File: src/rtl/sng_corr_pair.sv
// sng_corr_pair: correlated stochastic number generator.
// Two BW-bit binaries are turned into two unipolar bitstreams of length
// 2^BW-1. Both streams compare against one shared LFSR sequence, so the
// pair is maximally positively correlated (SCC = +1).
module sng_corr_pair #(
  parameter int              BW   = 8,
  parameter logic [BW-1:0]   SEED = {{(BW-1){1'b0}}, 1'b1}
) (
  input  logic          clk,
  input  logic          rst_n,
  input  logic          in_valid,
  output logic          in_ready,
  input  logic [BW-1:0] in_a,
  input  logic [BW-1:0] in_b,
  input  logic          out_en,
  output logic          out_valid,
  output logic          out_a,
  output logic          out_b,
  output logic          done
);

  // Feedback tap masks, bit index = polynomial exponent - 1.
  localparam logic [15:0] TAP_ALL =
      (BW == 4)  ? 16'h000C :   // x^4+x^3+1
      (BW == 8)  ? 16'h00B8 :   // x^8+x^6+x^5+x^4+1
      (BW == 10) ? 16'h0240 :   // x^10+x^7+1
      (BW == 12) ? 16'h0829 :   // x^12+x^6+x^4+x+1
                   16'hD008;    // x^16+x^15+x^13+x^4+1
  localparam logic [BW-1:0] TAPS = TAP_ALL[BW-1:0];

  // Index of the final bit of a stream (stream length is 2^BW-1).
  localparam logic [BW-1:0] LAST = {{(BW-1){1'b1}}, 1'b0};

  localparam logic [0:0] IDLE = 1'b0;
  localparam logic [0:0] RUN  = 1'b1;

  generate
    if (!(BW == 4 || BW == 8 || BW == 10 || BW == 12 || BW == 16)) begin : g_bad_bw
      $error("sng_corr_pair: BW must be one of 4, 8, 10, 12, 16");
    end
    if (SEED == '0) begin : g_bad_seed
      $error("sng_corr_pair: SEED must be nonzero");
    end
  endgenerate

  logic [0:0]    state;
  logic [BW-1:0] lfsr;
  logic [BW-1:0] a_reg;
  logic [BW-1:0] b_reg;
  logic [BW-1:0] cnt;
  logic          fb;

  assign fb       = ^(lfsr & TAPS);
  assign in_ready = (state == IDLE);

  // Load operands in IDLE, then emit one comparison bit per enabled cycle
  // until the full LFSR period has been covered.
  always_ff @(posedge clk or negedge rst_n) begin
    if (!rst_n) begin
      state     <= IDLE;
      lfsr      <= SEED;
      a_reg     <= '0;
      b_reg     <= '0;
      cnt       <= '0;
      out_valid <= 1'b0;
      out_a     <= 1'b0;
      out_b     <= 1'b0;
      done      <= 1'b0;
    end else begin
      case (state)
        IDLE: begin
          out_valid <= 1'b0;
          done      <= 1'b0;
          if (in_valid) begin
            a_reg <= in_a;
            b_reg <= in_b;
            lfsr  <= SEED;
            cnt   <= '0;
            state <= RUN;
          end
        end
        RUN: begin
          if (out_en) begin
            out_a     <= (a_reg >= lfsr);
            out_b     <= (b_reg >= lfsr);
            out_valid <= 1'b1;
            lfsr      <= {lfsr[BW-2:0], fb};
            if (cnt == LAST) begin
              cnt   <= '0;
              done  <= 1'b1;
              state <= IDLE;
            end else begin
              cnt  <= cnt + 1'b1;
              done <= 1'b0;
            end
          end else begin
            out_valid <= 1'b0;
            done      <= 1'b0;
          end
        end
        default: begin
          state     <= IDLE;
          out_valid <= 1'b0;
          done      <= 1'b0;
        end
      endcase
    end
  end

endmodule

File: config.mk
export PLATFORM = sky130hd
export DESIGN_NAME = sng_corr_pair
export DESIGN_NICKNAME = d
export VERILOG_FILES = /design/src/rtl/sng_corr_pair.sv
export SDC_FILE = /design/constraint.sdc
export NUM_CORES = 1
export LEC_CHECK = 0
export ABC_CLOCK_PERIOD_IN_PS = 1800
export BUFFER_PORTS_ARGS = -buffer_cell sky130_fd_sc_hd__buf_2
export CORE_MARGIN = 1
export CORE_UTILIZATION = 35
export DETAILED_ROUTE_END_ITERATION = 10
export PLACE_DENSITY = 0.56
export SLEW_MARGIN = 10
export SYNTH_ARGS = -nofsm -noshare
export SYNTH_HDL_FRONTEND = slang
export SYNTH_SLANG_ARGS = --single-unit
File: constraint.sdc
create_clock -name clk -period 1.8 [get_ports clk]
set_input_delay 0.09 -clock clk [delete_from_list [all_inputs] [get_ports clk]]
set_output_delay 0.09 -clock clk [all_outputs]
set_load 0.02 [all_outputs]
==> key figures, run 1 <==
Global route
  – Global-route wire length before repair: ~6 mm
  – Via count of the first global-routing pass: approximately 1.3k
  – Global-route usage over all layers: 14.5%
  – Grt ovf: 0
  – Largest net degree at the start of global routing: 22
  – Initial antenna violation count: 0

Placed design
  – Placed cells: between 200 and 300
  – Dpl cell area: roughly 0.0021 mm^2
  – Hpwl dp: between 2 and 3 mm
  – RD Place Congestion: ~0.78
  – Worst slack, placed: ~0.32 ns
  – IO Port Bufs: 24

Clock network
  – Root Buffer: clkbuf_8
  – Post-CTS Setup Inserts: 0
  – Worst-path clk slew: approximately 0.070 ns
  – Clk buf depth: 2
  – Cts hold-fix bufs: 1
  – Latest clock arrival within the worst-skew pair: roughly 0.29 ns
  – TritonCTS clock tree: done
  – PostCTS Resize Cnt: 0
  – CTS buffer count: 5
  – H-tree levels: 2
  – Clock sink count: 37

Yosys
  – Most common cell in the synthesized netlist: dfrtp_1
  – Synth area leaders: dfrtp_1, ha_1, mux2_1
  – YS warnings: 0
  – Netlist area before placement: between 0.0015 and 0.002 mm^2
  – Top cells by count, synth: dfrtp_1, nand2_1, ha_1, inv_1
  – Gate Count Post-Synth: roughly 170
  – Register bit count reported by yosys: 37
  – Most area-hungry cell type in the Yosys netlist: dfrtp_1
  – Sequential share of the synthesized area: between 40 and 50%
  – Top_reg_cell synth: dfrtp_1
  – Post-synth ARST share: 100%
  – Mean Syn Cell Area: about 11 um^2
  – Syn Nets: 212
  – Top cell type's share of synthesized area: between 40% and 50%
  – Post-synth EDFFs: 0
  – Cell variety after synth: 35

Final layout
  – Layout cells sized above 1: approximately a fifth
  – Synth-to-layout area growth: 16.1%
  – Fin cells: 274
  – Design area: around 0.0022 mm^2
  – Utilization after layout: 42.8%
  – Final nets: between 200 and 250
  – Diode count: 0
  – # fillers: 494

Critical path
  – CP Max Fanout: 3
  – Startpoint Class: register
  – Critical path data arrival time: between 1.5 and 2 ns
  – Critical Path RT: 2.03 ns
  – Flop2flop setup slack: a little under 0.3 ns
  – R2R Path Start: lfsr[7]$_DFFE_PN0P_
  – Setup crit end kind: register
  – Critical Path Source: lfsr[7]$_DFFE_PN0P_
  – Setup Crit Path Kind: register to register

Floorplan
  – Initial cell density of the core: a little under two fifths
  – DIE AREA: between 0.005 and 0.006 mm^2
  – Core box area: 0.00517 mm^2
  – Die width: around 76 um
  – Boundary Pins: 25
  – Die Y: around 76 um
  – # rows: 26

Timing
  – Fin. max-slew vios: 0
  – Setup slack after layout: about 0.3 ns
  – Fin Setup TNS: 0 ns
  – Slew margin rel.: 69.2%
  – F_max: between 0.6 and 0.7 GHz
  – Final hold violation count: 0
  – Clock Skew: 0.00505 ns
  – RSZ-0062 raised after global routing: no
  – Setup Viol. Count Final: 0
  – Minimum clock period: 1.50 ns
  – WHS: roughly 0.013 ns
  – Fin crit share: between 80 and 90%
  – Worst-margin pin slew: 0.463 ns

Pwr
  – Pwr Density: ~1100 mW/mm^2
  – Pwr Total: approximately 2.4 mW
  – Internal: between 1.5 and 2 mW
  – Switch share: a little under a third
  – Combinational Power Share: roughly a quarter
  – Leak: approximately 1.1 nW
  – Psw: 0.739 mW
  – Sequential share of power: approximately half
  – Maximum vdd ir drop: 451 uV
  – Clk network pwr share: approximately a quarter

Route
  – First drt pass iteration count: 4
  – Routed wire length: between 3 and 4 mm
  – Vias: 1337
  – Final ANT Viol Nets: 0
  – Routed len/inst: roughly 13 um
  – Drt initial violations: just under 60
  – Avg Vias per Cell: slightly below 5
  – Number of remaining DRC errors: 0

Job
  – Max cap viols: 0

Min path
  – Type of the worst min-delay path: input pin to register
  – Hold_sp: in_b[7]

Outcome
  – Outcome: completed
-- kinds of logic after synthesis --
logic type,Yosys count,synth area share [%]
and+or+nand+nor,41,11.3
AOI/OAI and AO/OA,39,13.0
DFF,37,48.6
buffers and inverters,21,5.25
adders and majority gates,18,11.8
muxes,14,8.26
xor gates and xnor gates,4,1.84
-- worst paths after layout --
kind	to	depth (start not counted)
worst max-delay path	out_b$_DFFE_PN0P_	5
worst min-delay path	b_reg[7]$_DFFE_PN0P_	2
worst max register to register	out_b$_DFFE_PN0P_	5
worst min register to register	b_reg[6]$_DFFE_PN0P_	1
max in group asynchronous	lfsr[0]$_DFFE_PN1P_	3
min in group asynchronous	out_b$_DFFE_PN0P_	2
-- power groups by stage --
stage                     sequential [mW]  clock, mW  combinational (mW)
after detailed placement             1.16          0               0.594
final                                1.14      0.627               0.590
after global routing                 1.17      0.684               0.692
after global placement               1.16          0               0.585
after floorplan                      1.14          0               0.419
after CTS                            1.14      0.653               0.602
-- cell type report --
cell class              count  area [um^2]  share of cell area, %
repair buffers             27          158                   7.12
multi-input cells         116          881                   39.8
clock inverters             1         5.00                  0.226
well taps                  70         87.6                   3.95
clock buffers               7         96.3                   4.35
inverters                  16         60.1                   2.71
flip-flops and latches     37          927                   41.9
-- critical path, stage by stage, from the launching register on --
cell	delay (ns)
dfrtp_1	0.40
inv_1	0.08
ha_1	0.30
nand2_1	0.08
a2111oi_0	0.39
o22a_1	0.20
-- cell usage in the layout, fill, tap and decap left out, types with 2 or more instances in the layout --
cell type   n
and3_1      3
buf_2      24
a21oi_1     9
nand3_1     4
inv_1      15
a2111oi_0   2
nor3_1      2
mux2_1     14
dfrtp_1    36
o21ai_1    14
nand4_1     2
o211ai_1    4
nand2_1    19
o22a_1      2
ha_1       18
nor2_1      4
clkbuf_8    7
a22o_1      2
a211oi_1    2
xnor2_1     3
-- layer usage --
metal  routed length (um)  track usage (%)
met3                  107             3.97
met1                 1760             18.4
met4                   74             7.00
met2                 1590             22.7
met5                    0                0
(Power assumes the default switching activity.)
==> inputs of run 2 (changes only) <==
--- a/config.mk
+++ b/config.mk
@@ -5,7 +5,7 @@
 export SDC_FILE = /design/constraint.sdc
 export NUM_CORES = 1
 export LEC_CHECK = 0
-export ABC_CLOCK_PERIOD_IN_PS = 1800
+export ABC_CLOCK_PERIOD_IN_PS = 1400
 export BUFFER_PORTS_ARGS = -buffer_cell sky130_fd_sc_hd__buf_2
 export CORE_MARGIN = 1
 export CORE_UTILIZATION = 35
==> constraint.sdc (replaced) <==
create_clock -name clk -period 1.4 [get_ports clk]
set_input_delay 0.07 -clock clk [delete_from_list [all_inputs] [get_ports clk]]
set_output_delay 0.07 -clock clk [all_outputs]
set_load 0.02 [all_outputs]
==> run 2 against run 1 <==
  * Maximum frequency is 8.9% higher
  * Critical path depth is 1 lower
  * Die area stayed put
  * Largest cell class is now multi-input combinational cells
  * Highest routed layer unchanged
  * Clock power is 23% higher
  * Sequential cell count stayed put
  * Largest power group unchanged
==> key figures, run 2 (synthesis results as in run 1) <==
Outcome
  – Outcome: completed

Final layout
  – Final nets: 274 (+14%)
  – Diode count: 0 (unchanged)
  – Design area: 0.00255 mm^2 (+15%)
  – Synth-to-layout area growth: 33.6%
  – Area of the multi-input gates: 940 um^2 (+6.7%)
  – Area of all sequential standard cells: 927 um^2 (unchanged)
  – # fillers: 509 (+3.0%)
  – Most frequent cells in the layout: dfrtp_1, buf_2, nand2_1
  – Most common cell after layout, fill and taps aside: dfrtp_1
  – Layout cells sized above 1: 28.7% (+8.1 points)
  – Utilization after layout: 49.3% (+6.5 points)

Floorplan
  – Core box area: 0.00517 mm^2 (unchanged)
  – Boundary Pins: 25 (unchanged)
  – # rows: 26 (unchanged)
  – Die width: 75.8 um (unchanged)
  – DIE AREA: 0.00575 mm^2 (unchanged)
  – Die Y: 75.8 um (unchanged)
  – Initial cell density of the core: 36.9% (unchanged)

Pwr
  – Pwr Density: 1270 mW/mm^2 (+19%)
  – Psw: 1.03 mW (+40%)
  – Switch share: 32.0% (+0.64 points)
  – Sequential share of power: 44.4% (-4.0 points)
  – Pwr Total: 3.23 mW (+37%)
  – Combinational Power Share: 31.8% (+6.8 points)
  – Maximum vdd ir drop: 691 uV (+53%)
  – Leak: 1.20 nW (+14%)
  – Clk network pwr share: 23.8% (-2.8 points)
  – Internal: 2.20 mW (+36%)

Critical path
  – CP max stage cell: dfstp_2
  – Setup crit end kind: register
  – Critical path data arrival time: 1.56 ns (-0.17 ns)
  – Crit-path cells: ha_1 -> o211ai_1 -> a2111oi_2 -> o22a_1
  – Critical Path RT: 1.58 ns (-0.45 ns)
  – Critical Path Source: lfsr[0]$_DFFE_PN1P_
  – Flop2flop setup slack: 0.02 ns (-0.28 ns)
  – Critical path's top delay family: flip-flops
  – CP Max Fanout: 3 (unchanged)
  – Worst R2R Path Depth: 4 (-1)
  – CP max stage delay: 0.55 ns (+0.15 ns)
  – R2R Path Start: lfsr[0]$_DFFE_PN1P_
  – Startpoint Class: register
  – Reg2reg end: out_b$_DFFE_PN0P_
  – CP Capture Point: out_b$_DFFE_PN0P_
  – Setup Crit Path Kind: register to register
  – Buf/Inv on CP: 0 (-1)
  – WP depth: 4 (-1)

Route
  – Met3 routed WL: 120 um (+12%)
  – Top sig layer: met4
  – M1 WL: 1.73 mm (-1.6%)
  – First drt pass iteration count: 3 (-1)
  – Final ANT Viol Nets: 0 (unchanged)
  – Metal2 WL: 1.85 mm (+16%)
  – Avg Vias per Cell: 4.71 (-3.5%)
  – Routed len/inst: 12.2 um (-5.1%)
  – Routed wire length: 3.75 mm (+6.3%)
  – Vias: 1445 (+8.1%)
  – Number of remaining DRC errors: 0 (unchanged)
  – Drt initial violations: 35 (-40%)

Min path
  – Type of the worst min-delay path: input pin to register

Clock network
  – Clock sink count: 37 (unchanged)
  – Latest clock arrival within the worst-skew pair: 0.29 ns (about the same)
  – TritonCTS clock tree: done
  – Root Buffer: clkbuf_8
  – Worst-path clk slew: 0.07 ns (about the same)
  – CTS buffer count: 5 (unchanged)
  – H-tree levels: 2 (unchanged)
  – Clk buf depth: 2 (unchanged)

Timing
  – Worst-margin pin slew: 0.468 ns (+0.00500 ns)
  – F_max: 0.725 GHz (+8.9%)
  – WHS: 0.0230 ns (+0.0102 ns)
  – Final hold violation count: 0 (unchanged)
  – Slew margin rel.: 68.8% (-0.33 points)
  – Clock Skew: 0.00470 ns (-0.000356 ns)
  – Fin Setup TNS: 0 ns (unchanged)
  – Minimum clock period: 1.38 ns (-0.123 ns)
  – Fin. max-slew vios: 0 (unchanged)
  – RSZ-0062 raised after global routing: yes
  – Setup Viol. Count Final: 0 (unchanged)
  – Fin crit share: 98.6% (+15 points)

Global route
  – Global-route wire length before repair: 6.33 mm (+5.6%)
  – Via count of the first global-routing pass: 1446 (+10%)
  – Initial antenna violation count: 0 (unchanged)
  – Global-route usage over all layers: 15.1% (+0.63 points)
  – Grt ovf: 0 (unchanged)
  – Largest net degree at the start of global routing: 38 (+73%)

Placed design
  – RD Place Congestion: 0.712 (-8.8%)
  – IO Port Bufs: 24 (unchanged)
  – Hpwl dp: 2.60 mm (-0.22%)
  – Dpl cell area: 0.00217 mm^2 (+3.3%)

Job
  – Max cap viols: 0 (unchanged)
==> run 2: repair_timing <==
action,in CTS,in global routing
setup endpoints to repair,2,7
buffers inserted,0,6
resized for setup,7,6
cloned,0,0
hold buffers,17,0
hold endpoints to repair,52,0
pin swaps,4,2
==> run 2: worst reg2reg max path, stage by stage, from the launching register on <==
cell	delay, ns
dfstp_2	0.55
ha_1	0.23
o211ai_1	0.22
a2111oi_2	0.10
o22a_1	0.17
==> run 2: final cells by class <==
cell class / count / area share [%]
multi-input combinational: 116 / 36.8
sequential: 37 / 36.4
timing repair buffer: 60 / 17.5
tap: 70 / 3.43
clock buffer: 8 / 3.53
inverter: 16 / 2.36
==> run 2: per-layer routing <==
layer  GRT usage, %  vias to the layer above
met3           5.29                        7
met2           25.3                       20
met1           17.7                      680
met4           5.97                        0
met5              0                        -
li1               -                      738
==> run 2: power by group through the flow <==
stage | registers (mW) | clock network [mW] | logic [mW]
CTS | 1.43 | 0.809 | 1.01
floorplan | 1.46 | 0 | 0.539
global route | 1.46 | 0.849 | 1.18
detailed placement | 1.45 | 0 | 0.906
finish | 1.44 | 0.770 | 1.03
global placement | 1.44 | 0 | 0.884
==> run 2: per-stage QoR <==
| stage | worst slack [ns] | cells |
|---|---|---|
| final | 0.0201 | 307 |
| after global routing | -0.0549 | 307 |
| after CTS | 0.00419 | 301 |
| after detailed placement | -0.101 | 276 |
| after global placement | -0.0304 | 276 |
| after floorplan | 0.0375 | 174 |
==> run 2: worst min path at each step <==
stage | from | endpoint | slack, ns | cells after the start
after floorplan | rst_n | a_reg[0]$_DFFE_PN0P_ | -0.23 | 0
after global placement | rst_n | out_valid$_DFF_PN0_ | 0.16 | 2
after detailed placement | rst_n | out_valid$_DFF_PN0_ | 0.15 | 2
after CTS | in_valid | state$_DFF_PN0_ | 0.01 | 3
after global routing | in_valid | state$_DFF_PN0_ | 0.06 | 3
final | in_valid | state$_DFF_PN0_ | 0.02 | 3
==> inputs of run 3 (changes only) <==
--- a/config.mk
+++ b/config.mk
@@ -7,10 +7,12 @@
 export LEC_CHECK = 0
 export ABC_CLOCK_PERIOD_IN_PS = 1400
 export BUFFER_PORTS_ARGS = -buffer_cell sky130_fd_sc_hd__buf_2
+export CELL_PAD_IN_SITES_DETAIL_PLACEMENT = 0
+export CELL_PAD_IN_SITES_GLOBAL_PLACEMENT = 1
 export CORE_MARGIN = 1
 export CORE_UTILIZATION = 35
 export DETAILED_ROUTE_END_ITERATION = 10
-export PLACE_DENSITY = 0.56
+export PLACE_DENSITY = 0.67
 export SLEW_MARGIN = 10
 export SYNTH_ARGS = -nofsm -noshare
 export SYNTH_HDL_FRONTEND = slang
==> run 3 against run 2 <==
  * The flow now finishes with violations (negative setup slack)
  * Count of clock-buffer cells in the layout fell by 1
  * Sequential cell count is the same
  * Utilization down 0.24 points
==> key figures, run 3 (synthesis results as in run 1) <==
Route
  – Routed len/inst: 13.1 um (+7.4%)
  – Final ANT Viol Nets: 0 (unchanged)
  – Drt initial violations: 21 (-40%)
  – Number of remaining DRC errors: 0 (unchanged)
  – Avg Vias per Cell: 4.74 (+0.69%)
  – Vias: 1436 (-0.62%)
  – Routed wire length: 3.98 mm (+6.0%)
  – First drt pass iteration count: 4 (+1)

Clock network
  – Worst-path clk slew: 0.07 ns (about the same)
  – Clk buf depth: 2 (unchanged)
  – Clock sink count: 37 (unchanged)
  – CTS buffer count: 5 (unchanged)
  – Root Buffer: clkbuf_8
  – Latest clock arrival within the worst-skew pair: 0.28 ns (about the same)
  – TritonCTS clock tree: done
  – H-tree levels: 2 (unchanged)

Critical path
  – Setup crit end kind: register
  – CP Capture Point: out_a$_DFFE_PN0P_
  – R2R Path Start: a_reg[2]$_DFFE_PN0P_
  – Reg2reg end: out_a$_DFFE_PN0P_
  – CP Max Fanout: 2 (-1)
  – Critical Path Source: a_reg[2]$_DFFE_PN0P_
  – Setup Crit Path Kind: register to register
  – Startpoint Class: register
  – Critical path data arrival time: 1.64 ns (+0.08 ns)
  – Flop2flop setup slack: -0.02 ns (-0.04 ns)
  – Worst R2R Path Depth: 4 (unchanged)
  – Critical Path RT: 1.63 ns (+0.05 ns)

Timing
  – Slew margin rel.: 68.9% (about the same)
  – Clock Skew: 0.00344 ns (-0.00126 ns)
  – Setup Viol. Count Final: 1 (+1)
  – RSZ-0062 raised after global routing: yes
  – Minimum clock period: 1.42 ns (+0.0383 ns)
  – Fin Setup TNS: -0.0183 ns (-0.0183 ns)
  – Fin. max-slew vios: 0 (unchanged)
  – Fin crit share: 101% (+2.7 points)
  – F_max: 0.705 GHz (-2.7%)
  – Setup slack after layout: -0.0183 ns (-0.0383 ns)
  – Final hold violation count: 0 (unchanged)
  – Worst-margin pin slew: 0.467 ns (-0.000890 ns)

Final layout
  – Layout cells sized above 1: 28.3% (-0.37 points)
  – Final nets: 270 (-1.5%)
  – # fillers: 479 (-5.9%)
  – Area of all sequential standard cells: 927 um^2 (unchanged)
  – Diode count: 0 (unchanged)
  – Most frequent cells in the layout: dfrtp_1, buf_2, nand2_1
  – Area of the multi-input gates: 936 um^2 (-0.40%)
  – Most common cell after layout, fill and taps aside: dfrtp_1
  – Utilization after layout: 49.1% (-0.24 points)
  – Synth-to-layout area growth: 33.0%

Floorplan
  – # rows: 26 (unchanged)
  – Core box area: 0.00517 mm^2 (unchanged)
  – Initial cell density of the core: 36.9% (unchanged)
  – DIE AREA: 0.00575 mm^2 (unchanged)
  – Boundary Pins: 25 (unchanged)
  – Die Y: 75.8 um (unchanged)
  – Die width: 75.8 um (unchanged)

Global route
  – Initial antenna violation count: 0 (unchanged)
  – Grt ovf: 0 (unchanged)
  – Via count of the first global-routing pass: 1473 (+1.9%)
  – Global-route usage over all layers: 15.5% (+0.43 points)
  – Global-route wire length before repair: 6.47 mm (+2.3%)
  – Largest net degree at the start of global routing: 21 (-45%)

Pwr
  – Pwr Total: 3.31 mW (+2.3%)
  – Maximum vdd ir drop: 625 uV (-9.5%)
  – Leak: 1.19 nW (-0.57%)
  – Pwr Density: 1300 mW/mm^2 (+2.8%)

Outcome
  – Outcome: finished with violations
  – Failing checks: negative setup slack

Placed design
  – IO Port Bufs: 24 (unchanged)
  – Hpwl dp: 2.79 mm (+7.4%)
  – RD Place Congestion: 0.757 (+6.2%)

Job
  – Max cap viols: 0 (unchanged)

Min path
  – Type of the worst min-delay path: input pin to register
==> run 3: cell count changes in the layout (fill, tap and decap cells not counted) <==
| cell | previous run | this run |
|---|---|---|
| buf_12 | 1 | 2 |
| clkbuf_1 | 2 | 0 |
| buf_4 | 18 | 14 |
| a21oi_1 | 8 | 9 |
| clkbuf_8 | 6 | 7 |
| clkinv_2 | 0 | 1 |
| dlygate4sd3_1 | 17 | 16 |
| a21oi_2 | 1 | 0 |
==> run 3: metrics by stage <==
step           instances  worst slack (ns)  area [um^2]  hold WS [ns]
6_report             303           -0.0183         2540       0.00870
5_1_grt              303            -0.110         2540        0.0103
4_1_cts              299            0.0154         2450       0.00380
2_1_floorplan        174            0.0375         1910        -0.226
3_5_place_dp         275           -0.0772         2180        0.0533
3_3_place_gp         275           -0.0417         2180        0.0469
==> run 3: worst min path at each step <==
stage | from | endpoint | cells past startpoint
2_1_floorplan | rst_n | a_reg[0]$_DFFE_PN0P_ | 0
3_3_place_gp | rst_n | cnt[0]$_DFFE_PN0P_ | 1
3_5_place_dp | rst_n | cnt[0]$_DFFE_PN0P_ | 1
4_1_cts | in_a[7] | a_reg[7]$_DFFE_PN0P_ | 2
5_1_grt | in_a[7] | a_reg[7]$_DFFE_PN0P_ | 2
6_report | in_a[7] | a_reg[7]$_DFFE_PN0P_ | 2
==> run 3: per-layer routing <==
layer	track usage, %	wire [um]	vias to the layer above
met5	0	0	-
met4	5.14	95	0
met3	3.97	96	7
met2	28.0	2040	19
met1	17.8	1750	679
li1	-	-	731
==> run 3: critical path, cell delays in order (launching register included) <==
cell	delay [ns]
dfrtp_1	0.43
ha_4	0.30
o211ai_1	0.09
a2111oi_2	0.35
o22a_1	0.19
==> run 3: report_power, final <==
group | switching, mW | internal (mW) | total, mW | leakage (nW)
sequential | 0.159 | 1.28 | 1.44 | 0.456
clock | 0.366 | 0.445 | 0.811 | 0.0542
combinational | 0.527 | 0.529 | 1.06 | 0.682
total | 1.05 | 2.25 | 3.31 | 1.19
==> run 3: cell type report <==
| cell class | instances | area share [%] |
|---|---|---|
| Timing Repair Buffer | 56 | 16.8 |
| Inverter | 16 | 2.37 |
| Multi-Input combinational cell | 116 | 36.9 |
| Clock inverter | 1 | 0.197 |
| Clock buffer | 7 | 3.80 |
| Tap cell | 70 | 3.45 |
| Sequential cell | 37 | 36.5 |
==> run 3: what timing repair did <==
item | 4_1_cts | 5_1_grt
gates resized for setup | 5 | 7
buffers inserted | 0 | 4
pin swaps | 4 | 5
hold buffers | 16 | 0
hold endpoints to repair | 32 | 0
endpoints found under the setup margin | 2 | 11
